[src/rtl/hop_lane_monitor.sv]
// Hop lane monitor: launches a measurement across four hop lanes and
// checks that each lane's first rising edge arrives exactly DEPTH cycles
// after launch; keeps results, saturating counters and sticky flags.
// Ports: clock0, rst1 (sync, active-high), launch, lane_in[3:0], clear,
//        busy, done, pass, err_mask[3:0], timeout, pass_cnt, fail_cnt,
//        ovr (launch while busy), stray (edge while idle).
module hop_lane_monitor #(
  parameter int DEPTH   = 5,
  parameter int TIMEOUT = 15,
  parameter int CNT_W   = 8
) (
  input  logic             clock0,
  input  logic             rst1,
  input  logic             launch,
  input  logic [3:0]       lane_in,
  input  logic             clear,
  output logic             busy,
  output logic             done,
  output logic             pass,
  output logic [3:0]       err_mask,
  output logic             timeout,
  output logic [CNT_W-1:0] pass_cnt,
  output logic [CNT_W-1:0] fail_cnt,
  output logic             ovr,
  output logic             stray
);

  localparam int LAT_W = $clog2(TIMEOUT + 1);
  localparam logic [LAT_W-1:0] DEPTH_L = LAT_W'(DEPTH);
  localparam logic [LAT_W-1:0] TMO_L   = LAT_W'(TIMEOUT);

  typedef enum logic [1:0] {
    IDLE = 2'd0,
    WAIT = 2'd1,
    DONE = 2'd2
  } state_t;

  state_t           state;
  state_t           state_n;
  logic [LAT_W-1:0] lat;
  logic [3:0]       arr;
  logic [LAT_W-1:0] lat_a [4];
  logic [3:0]       lane_q;

  logic [3:0]       rise;
  logic [3:0]       new_arr;
  logic [3:0]       arr_n;
  logic             all_in;
  logic             tmo_hit;
  logic [3:0]       err_n;

  assign rise    = lane_in & ~lane_q;
  assign new_arr = (state == WAIT) ? (rise & ~arr) : 4'b0;
  assign arr_n   = arr | new_arr;
  assign all_in  = &arr_n;
  assign tmo_hit = (lat == TMO_L);

  assign busy = (state != IDLE);
  assign done = (state == DONE);

  // A lane arriving this very cycle uses the live lat value.
  always_comb begin
    err_n = 4'b0;
    for (int i = 0; i < 4; i++) begin
      if (!arr_n[i]) begin
        err_n[i] = 1'b1;
      end else if (new_arr[i]) begin
        err_n[i] = (lat != DEPTH_L);
      end else begin
        err_n[i] = (lat_a[i] != DEPTH_L);
      end
    end
  end

  always_ff @(posedge clock0) begin
    if (rst1) begin
      state <= IDLE;
    end else begin
      state <= state_n;
    end
  end

  always_comb begin
    state_n = state;
    unique case (state)
      IDLE: if (launch) state_n = WAIT;
      WAIT: if (all_in || tmo_hit) state_n = DONE;
      DONE: state_n = IDLE;
      default: state_n = IDLE;
    endcase
  end

  always_ff @(posedge clock0) begin
    if (rst1) begin
      lat      <= '0;
      arr      <= '0;
      lane_q   <= '0;
      pass     <= 1'b0;
      err_mask <= '0;
      timeout  <= 1'b0;
      pass_cnt <= '0;
      fail_cnt <= '0;
      ovr      <= 1'b0;
      stray    <= 1'b0;
      for (int i = 0; i < 4; i++) lat_a[i] <= '0;
    end else begin
      lane_q <= lane_in;
      unique case (state)
        IDLE: begin
          if (launch) begin
            lat <= LAT_W'(1);
            arr <= '0;
            for (int i = 0; i < 4; i++) lat_a[i] <= '0;
          end
          if (|rise) stray <= 1'b1;
        end
        WAIT: begin
          arr <= arr_n;
          for (int i = 0; i < 4; i++) begin
            if (new_arr[i]) lat_a[i] <= lat;
          end
          if (state_n == DONE) begin
            err_mask <= err_n;
            pass     <= ~|err_n;
            timeout  <= ~all_in;
          end else begin
            lat <= lat + LAT_W'(1);
          end
          if (launch) ovr <= 1'b1;
        end
        DONE: begin
          if (pass) begin
            if (pass_cnt != '1) pass_cnt <= pass_cnt + 1'b1;
          end else begin
            if (fail_cnt != '1) fail_cnt <= fail_cnt + 1'b1;
          end
          if (launch) ovr <= 1'b1;
        end
        default: ;
      endcase
      // Clear wins over a same-cycle counter update.
      if (clear) begin
        pass_cnt <= '0;
        fail_cnt <= '0;
        ovr      <= 1'b0;
        stray    <= 1'b0;
      end
    end
  end

endmodule
[config.mk]
export PLATFORM = sky130hd
export DESIGN_NAME = hop_lane_monitor
export DESIGN_NICKNAME = d
export VERILOG_FILES = /design/src/rtl/hop_lane_monitor.sv
export SDC_FILE = /design/constraint.sdc
export NUM_CORES = 1
export LEC_CHECK = 0
export CAP_MARGIN = 40
export CORE_MARGIN = 8
export CORE_UTILIZATION = 35
export CTS_CLUSTER_SIZE = 30
export DETAILED_ROUTE_END_ITERATION = 7
export HOLD_SLACK_MARGIN = 0.12
export MAX_ROUTING_LAYER = met4
export SLEW_MARGIN = 15
export SYNTH_ARGS = -nofsm -noshare
export SYNTH_HDL_FRONTEND = slang
export SYNTH_SLANG_ARGS = --single-unit
[constraint.sdc]
create_clock -name clock0 -period 2.4 [get_ports clock0]
set_input_delay 0.36 -clock clock0 [delete_from_list [all_inputs] [get_ports clock0]]
set_output_delay 0.36 -clock clock0 [all_outputs]
set_load 0.01 [all_outputs]
## Yosys cells after proc, flatten, opt, wreduce, memory -nomap -nowiden

Memory sizes are Yosys's and may differ from the RTL's.
Index checks and enable logic that the tools add are counted.
Widths: inputs -> output; s select.

- Add/sub/neg operators: 3
- Equal/unequal tests: 13
- Mux-type cells: 47
- Bitwise gates (word level): 15
- Reductions and logical operators: 17

Operators by type and width:

| kind | count |
|---|---|
| $mux 4 | 12 |
| $mux 1 | 30 |
| $ne 4x3->1 const B | 5 |
| $add 8x1->8 const B | 2 |
| $ne 8x8->1 const B | 2 |
| $pmux 4 s2 | 2 |
| $reduce_and 3->1 | 3 |
| $and 4x4->4 | 2 |
| $not 4->4 | 2 |
| $or 1x1->1 | 8 |
| $reduce_and 2->1 | 4 |
| $reduce_or 4->1 | 2 |
| $add 4x1->4 const B | 1 |
| $eq 2x2->1 const B | 2 |
| $eq 4x4->1 const B | 1 |
| $mux 2 | 2 |
| $ne 2x2->1 const B | 2 |
| $or 4x4->4 | 1 |
| $pmux 2 s2 | 1 |
| $reduce_and 4->1 | 1 |
| $reduce_bool 2->1 | 2 |
| $reduce_or 2->1 | 2 |
| $eq 2x1->1 const B | 1 |
| $logic_not 2->1 | 1 |
| 3 further kinds | 4 |

- Bits in registers: 38
- RAM bits: 16
- Input port bits: 8
- Output and inout port bits: 26
- Logic and storage cells: 107
- Memories kept: 1

Memory list:

| name | words | width | rd ports | clocked after memory_dff | wr ports | RTL line | text |
|---|---|---|---|---|---|---|---|
| lat_a | 4 | 4 | 4 | 0 | 4 | 42 | `logic [LAT_W-1:0] lat_a [4];` |

## Depth between registers and ports, before layout

- Word-level depth: 12
- Mapped depth: 8
- Gate-level depth less buffers: 7

## Least setup slack after synthesis

OpenSTA, ideal clock, no wires.

- Path kind: reg-to-reg
- Start point: reg state[1]
- End point: reg lat[2]
- Library setup time: 0.074 ns
- Arrival time: 1.709 ns
- Data required time: 2.326 ns
- Setup slack: 0.617 ns
- Stages on the path, launching flop included: 8
- Path buffers: 0
- Period minus slack after synthesis: 1.783 ns
- Cells stage by stage: dfxtp_1 -> inv_1 -> ha_1 -> and3b_2 -> o22ai_4 -> o211ai_4 -> or3b_1 -> a31oi_1

- Longest elaborated chain between the ends: 10
- Elaborated cells between the ends (all ways): 15
- Classes of those cells: eq/ne (4); mux (5); bitwise (1); reduce/logical (5)

Ends and longest elaborated chain:

| what | RTL line | text |
|---|---|---|
| from (decl) | 38 | `state_t state;` |
| from (signal assigned) | 79 | `state <= state_n;` |
| $eq 2x1->1 | 53, 85, 108 |  |
| $mux 4 | 53 | `assign new_arr = (state == WAIT) ? (rise & ~arr) : 4'b0;` |
| $or 4x4->4 | 54 | `assign arr_n = arr \| new_arr;` |
| $reduce_and 4->1 | 55 | `assign all_in = &arr_n;` |
| $logic_or 1x1->1 | 87 | `WAIT: if (all_in \|\| tmo_hit) state_n = DONE;` |
| $mux 2 | 87 |  |
| $pmux 2 s2 | 85 | `unique case (state)` |
| $eq 2x2->1 | 122 | `if (state_n == DONE) begin` |
| $ne 2x2->1 (no line) | -- |  |
| $reduce_and 3->1 (no line) | -- |  |
| to (signal assigned) | 127 | `lat <= lat + LAT_W'(1);` |
| to (decl) | 40 | `logic [LAT_W-1:0] lat;` |

Several ways; a longest one is shown, not always the timed one.
A chain may end at the register's enable or synchronous reset.

## Final worst setup path

- Start point: reg state[0]
- End point: out busy

- Longest elaborated chain between the ends: 1

Ends and longest elaborated chain:

| what | RTL line | text |
|---|---|---|
| $reduce_bool 2->1 | 58 | `assign busy = (state != IDLE);` |
| to (decl) | 17 | `output logic busy,` |

No other way between the ends.

==> impl_metrics.py <==
metrics = {
    "outcome": {
        "status": "completed",
    },
    "job": {
        "drv_cap": 0,
    },
    "place": {
        "gp_congestion": 0.8630,
        "postPlaceCellArea_mm2": 0.003025,
        "pre_cts_ws_ns": 0.3362,
        "hpwl_um": 4139,
        "portBuffers": 33,
    },
    "detailed_routing": {
        "vias": 2014,
        "wire_per_inst_um": 13.54,
        "routed_wirelength_um": 5512,
        "ant_nets": 0,
        "viasPerCell": 4.948,
        "firstDrtPassIters": 4,
        "drc_errors": 0,
        "drt_iter0_drc": 79,
    },
    "clock_network": {
        "cts_made_buffers": 5,
        "postCtsHoldBufs": 0,
        "cts_max_level": 2,
        "clk_pin_slew_ns": 0.09,
        "insertion_delay_ns": 0.31,
        "cts_tree": "done",
        "clockRootBuffer": "clkbuf_8",
        "cts_setup_buffers": 0,
        "clock_tree.buffer_depth": 2,
        "post_cts_resize_count": 0,
        "clock-sinks": 54,
    },
    "floorplanning": {
        "die_area_mm2": 0.01038,
        "io_pins": 34,
        "rows": 31,
        "die_w_um": 101.9,
        "die_h_um": 101.9,
        "core_mm2": 0.007214,
        "start_util": 0.3580,
    },
    "final_layout": {
        "finalInstanceArea_mm2": 0.003115,
        "num-nets-final": 322,
        "layout-drive-gt1-share": 0.08442,
        "n_antenna_cell": 0,
        "area_delta_synth_final_pct": 20.64,
    },
    "min_path": {
        "hold_class": "flip-flop to flip-flop",
    },
    "sta": {
        "worst_slew_pin_slew_ns": 0.4584,
        "fin_setup_tns_ns": 0,
        "skew_ns": 0.01038,
        "maxSlewViolCount": 0,
        "relSlewSlack": 0.6924,
        "setup-violations-final": 0,
        "period_share": 0.8644,
        "rsz0062_at_grt": "no",
        "min_period_ns": 2.074,
        "max_freq_mhz": 482.1,
        "hold_viol_final": 0,
        "worst_slack_ns": 0.3256,
    },
    "logic_synthesis": {
        "synth.distinct_cells": 46,
        "synthesis.area_mm2": 0.002582,
        "yosysWarnings": 0,
        "syn_inst": 273,
        "ys_seq_area_frac": 0.4651,
        "synthFlopType": "dfxtp_1",
        "syn-num-nets": 288,
        "ys_ff_latch": 54,
        "synthArstFlopShare": 0,
        "syn_avg_cell_area_um2": 9.460,
        "synth_edf_count": 12,
    },
    "pwr": {
        "cellPowerDensity_mw_per_mm2": 516.2,
        "irDropWorstVdd_v": 0.0002176,
        "switching_power_w": 0.0003949,
        "pwr-share-clk": 0.312,
        "p_comb_frac": 0.090,
        "internal_power_w": 0.001213,
        "switching_share": 0.2455,
        "seqPwrFrac": 0.598,
        "leakagePower_nw": 1.063,
    },
    "setup_path": {
        "path_class": "flip-flop to output port",
        "arrival_ns": 1.71,
        "cp_max_fo": 7,
        "end_kind": "output port",
        "critPathRequiredTime_ns": 2.04,
        "worstSetupStartpointType": "flip-flop",
    },
    "global_route": {
        "met2_usage": 0.1796,
        "grt_overflow_total": 0,
        "track_usage": 0.1135,
        "top_usage_layer": "met2",
        "antenna_found_initial": 0,
        "grt_pass1_vias": 1907,
        "met3_usage": 0.02452,
        "grt_use_met1": 0.1391,
        "grt_pass1_wl_um": 9156,
        "grt_max_degree": 28,
    },
}
==> final cells by class <==
type | instances | area (um^2)
repair buffers | 37 | 360.3
multi-input cells | 203 | 1318
fillers | 742 | 4099
inverters | 6 | 22.52
well taps | 99 | 123.9
clock buffers | 5 | 68.82
flip-flops and latches | 54 | 1201
clock inverters | 3 | 21.27
==> critical path: stages (launching register included) <==
cell,delay [ns]
dfxtp_1,0.39
inv_1,0.10
ha_1,0.30
inv_1,0.09
clkdlybuf4s50_1,0.54
==> worst paths after layout <==
check         startpoint           to  slack, ns  depth (start not counted)
max reg2reg     state[1]     state[0]       0.39                          7
max             state[0]         busy       0.33                          4
min reg2reg  err_mask[1]  err_mask[1]       0.48                          2
min          err_mask[1]  err_mask[1]       0.48                          2
==> per-layer routing <==
metal | share of wire | wire [um]
met1 | 0.47 | 2602
met2 | 0.47 | 2595
met3 | 0.042 | 230
met4 | 0.015 | 84
met5 | 0 | 0
==> power by group through the flow <==
stage	sequential [W]	clock [W]	combinational, W
final	0.000962	0.000501	0.000145
after floorplan	0.000983	0	0.0000931
after global routing	0.000965	0.000556	0.000162
after global placement	0.000983	0	0.000145
after CTS	0.000963	0.000520	0.000146
after detailed placement	0.000984	0	0.000146
==> kinds of logic (layout without fill, tap and decap cells) <==
| logic type | Yosys count | after routing | synth area share |
|---|---|---|---|
| AOI/OAI and AO/OA | 51 | 51 | 0.1347 |
| xor gates and xnor gates | 11 | 11 | 0.03731 |
| adders and majority gates | 7 | 7 | 0.03391 |
| buffers and inverters | 16 | 51 | 0.02471 |
| DFF | 54 | 54 | 0.4651 |
| muxes | 7 | 7 | 0.02713 |
| and+or+nand+nor | 127 | 127 | 0.2771 |
==> Yosys cell counts, types with 4 or more instances <==
master    instances  area share
or2_2             4      0.0097
nor2b_1           7       0.017
clkbuf_1          9       0.013
nor4bb_1          4       0.016
or3_1             7       0.017
nand3_1           7       0.014
nand2b_1          8       0.019
nand4_1           7       0.017
dfxtp_1          42        0.33
and2_1           12       0.029
inv_1             6      0.0087
xor2_1            7       0.024
nand2_1          16       0.023
nor2_1           26       0.038
ha_1              7       0.034
mux2i_1           7       0.027
o21ai_0          11       0.021
nor3_1           12       0.023
a21oi_1          24       0.047
edfxtp_1         12        0.14
xnor2_1           4       0.014
==> flip-flops by register name (all words and copies together) (netlist names) <==
name and cells:
lat_a 16, fail_cnt 8, pass_cnt 8, arr 4
err_mask 4, lane_q 4, lat 4, state 2
ovr 1, pass 1, stray 1, timeout 1
==> placed cells by master (no fill, tap or decap), types with 8 or more instances in the layout <==
master / synthesis / layout
nor2_1: 26 / 26
clkdlybuf4s50_1: 0 / 33
and2_1: 12 / 12
nand2b_1: 8 / 8
nor3_1: 12 / 12
a21oi_1: 24 / 24
nand2_1: 16 / 16
dfxtp_1: 42 / 42
o21ai_0: 11 / 11
edfxtp_1: 12 / 12
==> through the flow <==
stage	hold slack, ns	power, W	instances	util
2_1_floorplan	0.4510	0.001077	273	-
3_3_place_gp	0.4634	0.001128	399	0.4194
3_5_place_dp	0.4639	0.001129	399	0.4194
4_1_cts	0.4844	0.001629	407	0.4318
5_1_grt	0.5048	0.001683	407	0.4318
6_report	0.4818	0.001608	407	0.4318
Power figures use the tool's default switching activity.
